File: src/rtl/div_pkg.sv
// Shared definitions for the sequential restoring divider: FSM states,
// default operand width and counter sizing helper.
package div_pkg;

  // Default operand / quotient / remainder width.
  localparam int DIV_WIDTH = 8;

  // Step counter width for the default operand width.
  localparam int DIV_CNT_W = $clog2(DIV_WIDTH);

  // Divider control states.
  typedef enum logic [1:0] {
    IDLE   = 2'd0,
    RUN    = 2'd1,
    FINISH = 2'd2
  } div_state_e;

  // Step counter width for an arbitrary operand width (never below 1 bit).
  function automatic int cnt_width(input int w);
    return (w > 2) ? $clog2(w) : 1;
  endfunction

endpackage

File: src/rtl/ripple_subtractor.sv
// N-bit ripple-borrow subtractor (A - B) built from full-subtractor cells.
// Bout is the borrow out of the most significant cell.
module ripple_subtractor #(
  parameter int N = 9
) (
  input  logic [N-1:0] A,
  input  logic [N-1:0] B,
  output logic [N-1:0] Diff,
  output logic         Bout
);

  logic [N:0] borrow_s;

  assign borrow_s[0] = 1'b0;

  genvar i;
  generate
    for (i = 0; i < N; i++) begin : g_fs
      // Full-subtractor cell: difference bit and borrow into the next cell.
      assign Diff[i]       = A[i] ^ B[i] ^ borrow_s[i];
      assign borrow_s[i+1] = (~A[i] & B[i]) | (~(A[i] ^ B[i]) & borrow_s[i]);
    end
  endgenerate

  assign Bout = borrow_s[N];

endmodule

File: src/rtl/seq_divider.sv
// Iterative restoring divider, one quotient bit per clock, with a Start/Done
// handshake. Optional two's-complement operation is enabled by defining the
// macro SIGNED_DIV_EN; the default build is purely unsigned.
module seq_divider
  import div_pkg::*;
#(
  parameter int WIDTH = DIV_WIDTH
) (
  input  logic             Clk,
  input  logic             Rst_n,
  input  logic             Start,
  input  logic [WIDTH-1:0] Dividend,
  input  logic [WIDTH-1:0] Divisor,
  output logic             Busy,
  output logic             Done,
  output logic [WIDTH-1:0] Quotient,
  output logic [WIDTH-1:0] Remainder,
  output logic             DivByZero
);

  localparam int                CNT_W    = cnt_width(WIDTH);
  localparam logic [CNT_W-1:0]  LAST_CNT = CNT_W'(WIDTH - 1);

  div_state_e       state_q, state_d;
  logic [CNT_W-1:0] cnt_q, cnt_d;
  logic [WIDTH-1:0] dvd_q, dvd_d;   // dividend bits shift out, quotient bits shift in
  logic [WIDTH-1:0] dvs_q, dvs_d;
  logic [WIDTH:0]   rem_q, rem_d;   // partial remainder, one guard bit
  logic [WIDTH-1:0] quo_q, quo_d;
  logic [WIDTH-1:0] rmd_q, rmd_d;
  logic             dbz_q, dbz_d;
  logic             done_q, done_d;
  logic             busy_q, busy_d;

  logic [WIDTH:0]   shifted_s;
  logic [WIDTH:0]   sub_diff_s;
  logic             sub_bout_s;
  logic             qbit_s;
  logic [WIDTH:0]   step_rem_s;
  logic [WIDTH-1:0] step_quo_s;

`ifdef SIGNED_DIV_EN
  logic qneg_q, qneg_d;
  logic rneg_q, rneg_d;

  // Magnitude of a two's-complement value; the most negative value maps to
  // its unsigned magnitude, which the unsigned datapath handles exactly.
  function automatic logic [WIDTH-1:0] abs_val(input logic [WIDTH-1:0] v);
    logic [WIDTH-1:0] r;
    if (v[WIDTH-1]) begin
      r = ~v + WIDTH'(1);
    end else begin
      r = v;
    end
    return r;
  endfunction

  // Conditional two's-complement negation used for the result fix-up.
  function automatic logic [WIDTH-1:0] neg_if(input logic [WIDTH-1:0] v,
                                              input logic             n);
    logic [WIDTH-1:0] r;
    if (n) begin
      r = ~v + WIDTH'(1);
    end else begin
      r = v;
    end
    return r;
  endfunction
`endif

  // Trial subtraction of the divisor from the shifted partial remainder.
  assign shifted_s = {rem_q[WIDTH-1:0], dvd_q[WIDTH-1]};

  ripple_subtractor #(
    .N (WIDTH + 1)
  ) u_sub (
    .A    (shifted_s),
    .B    ({1'b0, dvs_q}),
    .Diff (sub_diff_s),
    .Bout (sub_bout_s)
  );

  // Restoring step: keep the difference when no borrow, otherwise restore.
  always_comb begin
    qbit_s     = ~sub_bout_s;
    step_quo_s = {dvd_q[WIDTH-2:0], qbit_s};
    if (sub_bout_s) begin
      step_rem_s = shifted_s;
    end else begin
      step_rem_s = sub_diff_s;
    end
  end

  // Next-state, datapath and result logic for the IDLE/RUN/FINISH sequence.
  always_comb begin
    state_d = state_q;
    cnt_d   = cnt_q;
    dvd_d   = dvd_q;
    dvs_d   = dvs_q;
    rem_d   = rem_q;
    quo_d   = quo_q;
    rmd_d   = rmd_q;
    dbz_d   = dbz_q;
    done_d  = 1'b0;
`ifdef SIGNED_DIV_EN
    qneg_d  = qneg_q;
    rneg_d  = rneg_q;
`endif

    case (state_q)
      IDLE: begin
        if (Start) begin
          rem_d = '0;
          cnt_d = '0;
          dbz_d = 1'b0;
`ifdef SIGNED_DIV_EN
          qneg_d = Dividend[WIDTH-1] ^ Divisor[WIDTH-1];
          rneg_d = Dividend[WIDTH-1];
          dvs_d  = abs_val(Divisor);
`else
          dvs_d  = Divisor;
`endif
          if (Divisor != '0) begin
`ifdef SIGNED_DIV_EN
            dvd_d = abs_val(Dividend);
`else
            dvd_d = Dividend;
`endif
            state_d = RUN;
          end else begin
            // Raw dividend is kept: it is returned as the remainder.
            dvd_d   = Dividend;
            state_d = FINISH;
          end
        end else begin
          state_d = IDLE;
        end
      end

      RUN: begin
        rem_d = step_rem_s;
        dvd_d = step_quo_s;
        cnt_d = cnt_q + CNT_W'(1);
        if (cnt_q == LAST_CNT) begin
          // Results are written on entry to FINISH so Done and data align.
`ifdef SIGNED_DIV_EN
          quo_d = neg_if(step_quo_s, qneg_q);
          rmd_d = neg_if(step_rem_s[WIDTH-1:0], rneg_q);
`else
          quo_d = step_quo_s;
          rmd_d = step_rem_s[WIDTH-1:0];
`endif
          done_d  = 1'b1;
          state_d = FINISH;
        end else begin
          state_d = RUN;
        end
      end

      FINISH: begin
        if (done_q) begin
          // Done has been shown for its one cycle.
          state_d = IDLE;
        end else begin
          // Arrived straight from IDLE with a zero divisor.
          quo_d   = '1;
          rmd_d   = dvd_q;
          dbz_d   = 1'b1;
          done_d  = 1'b1;
          state_d = FINISH;
        end
      end

      default: begin
        state_d = IDLE;
      end
    endcase

    busy_d = (state_d == RUN);
  end

  // State and datapath registers with synchronous active-low reset.
  always_ff @(posedge Clk) begin
    if (!Rst_n) begin
      state_q <= IDLE;
      cnt_q   <= '0;
      dvd_q   <= '0;
      dvs_q   <= '0;
      rem_q   <= '0;
      quo_q   <= '0;
      rmd_q   <= '0;
      dbz_q   <= 1'b0;
      done_q  <= 1'b0;
      busy_q  <= 1'b0;
`ifdef SIGNED_DIV_EN
      qneg_q  <= 1'b0;
      rneg_q  <= 1'b0;
`endif
    end else begin
      state_q <= state_d;
      cnt_q   <= cnt_d;
      dvd_q   <= dvd_d;
      dvs_q   <= dvs_d;
      rem_q   <= rem_d;
      quo_q   <= quo_d;
      rmd_q   <= rmd_d;
      dbz_q   <= dbz_d;
      done_q  <= done_d;
      busy_q  <= busy_d;
`ifdef SIGNED_DIV_EN
      qneg_q  <= qneg_d;
      rneg_q  <= rneg_d;
`endif
    end
  end

  assign Busy      = busy_q;
  assign Done      = done_q;
  assign Quotient  = quo_q;
  assign Remainder = rmd_q;
  assign DivByZero = dbz_q;

endmodule
File: config.mk
export PLATFORM = sky130hd
export DESIGN_NAME = seq_divider
export DESIGN_NICKNAME = d
export VERILOG_FILES = /design/src/rtl/div_pkg.sv /design/src/rtl/ripple_subtractor.sv /design/src/rtl/seq_divider.sv
export SDC_FILE = /design/constraint.sdc
export NUM_CORES = 1
export LEC_CHECK = 0
export ABC_CLOCK_PERIOD_IN_PS = 8500
export BUFFER_PORTS_ARGS = -buffer_cell sky130_fd_sc_hd__buf_2
export CAP_MARGIN = 0
export CELL_PAD_IN_SITES_DETAIL_PLACEMENT = 1
export CELL_PAD_IN_SITES_GLOBAL_PLACEMENT = 2
export CORE_MARGIN = 1.5
export CORE_UTILIZATION = 36
export DETAILED_ROUTE_END_ITERATION = 16
export PLACE_DENSITY_LB_ADDON = 0.12
export SETUP_SLACK_MARGIN = 0.02
export SYNTH_ARGS = -nofsm -noshare
export SYNTH_HDL_FRONTEND = slang
export SYNTH_SLANG_ARGS = --single-unit
File: constraint.sdc
create_clock -name Clk -period 8.5 [get_ports Clk]
set_input_delay 2.125 -clock Clk [delete_from_list [all_inputs] [get_ports Clk]]
set_output_delay 2.125 -clock Clk [all_outputs]
set_load 0.02 [all_outputs]
==> results.yml <==
die:
  die-area_um2: 7090
  die_h_um: 84.20
  fp-row-count: 29
  start_util_pct: 37.38
  die_w_um: 84.20
  core_um2: 6350
  pin_count: 38
detailed_routing:
  wl_per_cell_um: 15.38
  drtIter0Drc: 63
  drcViolationCount: 0
  vias_per_cell: 5.151
  detail_route.first_pass.iterations: 4
  ant_nets: 0
  dr_total_vias: 1906
  wirelength_mm: 5.690
global_route:
  grt_max_degree: 51
  grt.overflow.total: 0
  top_usage_layer: "met2"
  grt_use_total_pct: 17.17
  met2_usage_pct: 28.65
  grt_antenna_before_repair: 0
  grtUsageMet3_pct: 3.343
  grt_pass1_wl_mm: 9.673
  grt_pass1_vias: 2007
  use_met1_pct: 22.91
timing:
  final-max-slew-violation-count: 0
  tightest_slew_ns: 1.056
  finalSetupViolCount: 0
  finalSetupTns_ns: 0
  fmax_mhz: 258.1
  slew-limit-headroom_pct: 27.61
  whs_ns: 0.4530
  layout_setup_ws_ns: 4.626
  fin_worst_skew_ns: 0.007744
  period_needed_ns: 3.874
  final-hold-violation-count: 0
  timing.final.crit_share_pct: 45.58
  rsz0062_at_grt: "false"
critical_path:
  crit_family: "adder cells"
  critical-path-slowest-cell: "fa_1"
  crit_arrival_ns: 4.07
  end_kind: "flip-flop"
  critPathKind: "flip-flop to flip-flop"
  cp-start-kind: "flip-flop"
  max_stage_delay_ns: 0.38
  cp_common_cell: "fa_1"
  worstPathRequired_ns: 8.70
  path_cells: "inv_1, ha_1, inv_1, fa_1, fa_1, inv_1, fa_1, inv_1, fa_1, fa_1, inv_1, fa_1, fa_1, nand2b_1, mux2i_1, o21ai_0, and2_1"
  path_buf_inv: 5
  cp_max_fo: 18
clocking:
  post_cts_buffers: 0
  post_cts_resized: 0
  cts_root_buffer: "clkbuf_8"
  cts_tree: "yes"
  numCtsBuffers: 5
  clkTransAtPathRegs_ns: 0.09
  h-tree-depth: 2
  hold_buffers: 0
  cts.path.max_buffers: 2
  clock_latency_ns: 0.30
  cts.sinks: 48
power_and_ir_drop:
  ir_drop_v: 0.0001091
  p_total_mw: 0.5637
  power_density_nw_per_um2: 208.1
  p_leak_nw: 1.245
place:
  dp_cells: 363
  dpl.hpwl_mm: 3.969
  io_buffers: 37
  post-place-ws_ns: 4.546
  dpl_cell_area_um2: 2580
  finalWeightedCongestion: 0.7713
finish:
  layout_common_cells: "nand2_1 (55), dfxtp_1 (48), buf_2 (37)"
  area_growth_pct: 14.13
  antennaDiodeCount: 0
  seq_area_um2: 960.9
  multi_input_area_um2: 1270
  drive_above_1_share_pct: 16.38
  nNetsFinal: 326
  num-fill-cells: 777
  instances_no_fill: 370
  post-route-cell-area_um2: 2709
  final_common_cell: "nand2_1"
  final_util_pct: 42.66
synth:
  syn-num-nets: 298
  synth_top_area_share_pct: 40.48
  yosysWarnings: 0
  syn_avg_cell_area_um2: 8.957
  ys_types: 31
  synth.area.top_cells: "dfxtp_1 (40%), nand2_1 (8.7%), fa_1 (5.9%), o211a_1 (5.9%), mux2i_1 (5.5%)"
  synthesis.area_um2: 2374
  ys_seq_area_share_pct: 40.48
  synth-seq-cells: 48
  netlist_instances: 265
  yosysTopAreaCell: "dfxtp_1"
worst_hold_path:
  hold_class: "flip-flop to flip-flop"
run:
  maxCapViolations: 0
status:
  status: "complete, no violations"
[routing by layer]
layer  share of wire [%]  routed length, um
met5                   0                  0
met3                 2.2                128
met1                  48               2745
met4                0.86                 49
met2                  49               2767
[Yosys cell counts]
master,instances
nand2_1,55
dfxtp_1,48
inv_1,16
o211a_1,14
mux2i_1,13
nor2_1,13
and2_1,12
a21boi_0,11
o211ai_1,10
clkbuf_1,8
o21ai_0,8
fa_1,7
ha_1,7
buf_2,6
o22ai_1,6
a31oi_1,4
a21oi_1,3
buf_4,3
nand2b_1,3
nor4_1,3
a211o_1,2
a22oi_1,2
and3_1,2
nor2b_1,2
a211oi_4,1
a21boi_1,1
nor2b_4,1
nor3b_1,1
o21a_1,1
o21ai_1,1
o21ba_2,1
[worst paths after layout]
path,startpoint,to,slack (ns),cells past startpoint
worst max-delay path,dvd_q[7]$_SDFFE_PN0P_,rem_q[4]$_SDFFE_PN0P_,4.63,17
worst min-delay path,rem_q[7]$_SDFFE_PN0P_,rem_q[7]$_SDFFE_PN0P_,0.45,2
worst max register to register,dvd_q[7]$_SDFFE_PN0P_,rem_q[4]$_SDFFE_PN0P_,4.63,17
worst min register to register,rem_q[7]$_SDFFE_PN0P_,rem_q[7]$_SDFFE_PN0P_,0.45,2
[final cells by class]
| type | count | share of cell area [%] |
|---|---|---|
| flip-flops and latches | 48 | 35.47 |
| multi-input cells | 184 | 46.88 |
| clock inverters | 2 | 2.217 |
| repair buffers | 38 | 7.113 |
| clock buffers | 5 | 2.540 |
| well taps | 77 | 3.557 |
| inverters | 16 | 2.217 |
[kinds of logic (layout without fill, tap and decap cells)]
family,after synthesis,count (layout),share of synthesized area (%)
buffers and inverters,33,61,6.010
multiplexers,13,13,5.482
flip-flops,48,48,40.48
AND/OR/NAND/NOR,92,92,17.45
adder cells (fa/ha/maj),14,14,9.594
AO/OA/AOI/OAI,65,65,20.98
[worst reg2reg max path: stages, from the launching register on]
cell and delay, ns:
dfxtp_1 0.34, inv_1 0.08, ha_1 0.14, inv_1 0.05
fa_1 0.37, fa_1 0.36, inv_1 0.07, fa_1 0.16
inv_1 0.05, fa_1 0.38, fa_1 0.37, inv_1 0.07
fa_1 0.17, fa_1 0.16, nand2b_1 0.38, mux2i_1 0.37
o21ai_0 0.11, and2_1 0.16
[flip-flops by register name, indices dropped and copies added, names as in the netlist]
signal and flops:
Busy 1, dvd_q 8, DivByZero 1, cnt_q 3, Remainder 8, state_q 2, rem_q 8, Done 1
dvs_q 8, Quotient 8
[power breakdown]
group	switching [mW]	internal, mW	total, mW
clock	0.0760	0.116	0.192
sequential	0.0120	0.241	0.253
combinational	0.0703	0.0483	0.119
Note: power is estimated with default switching activity, not from simulation.
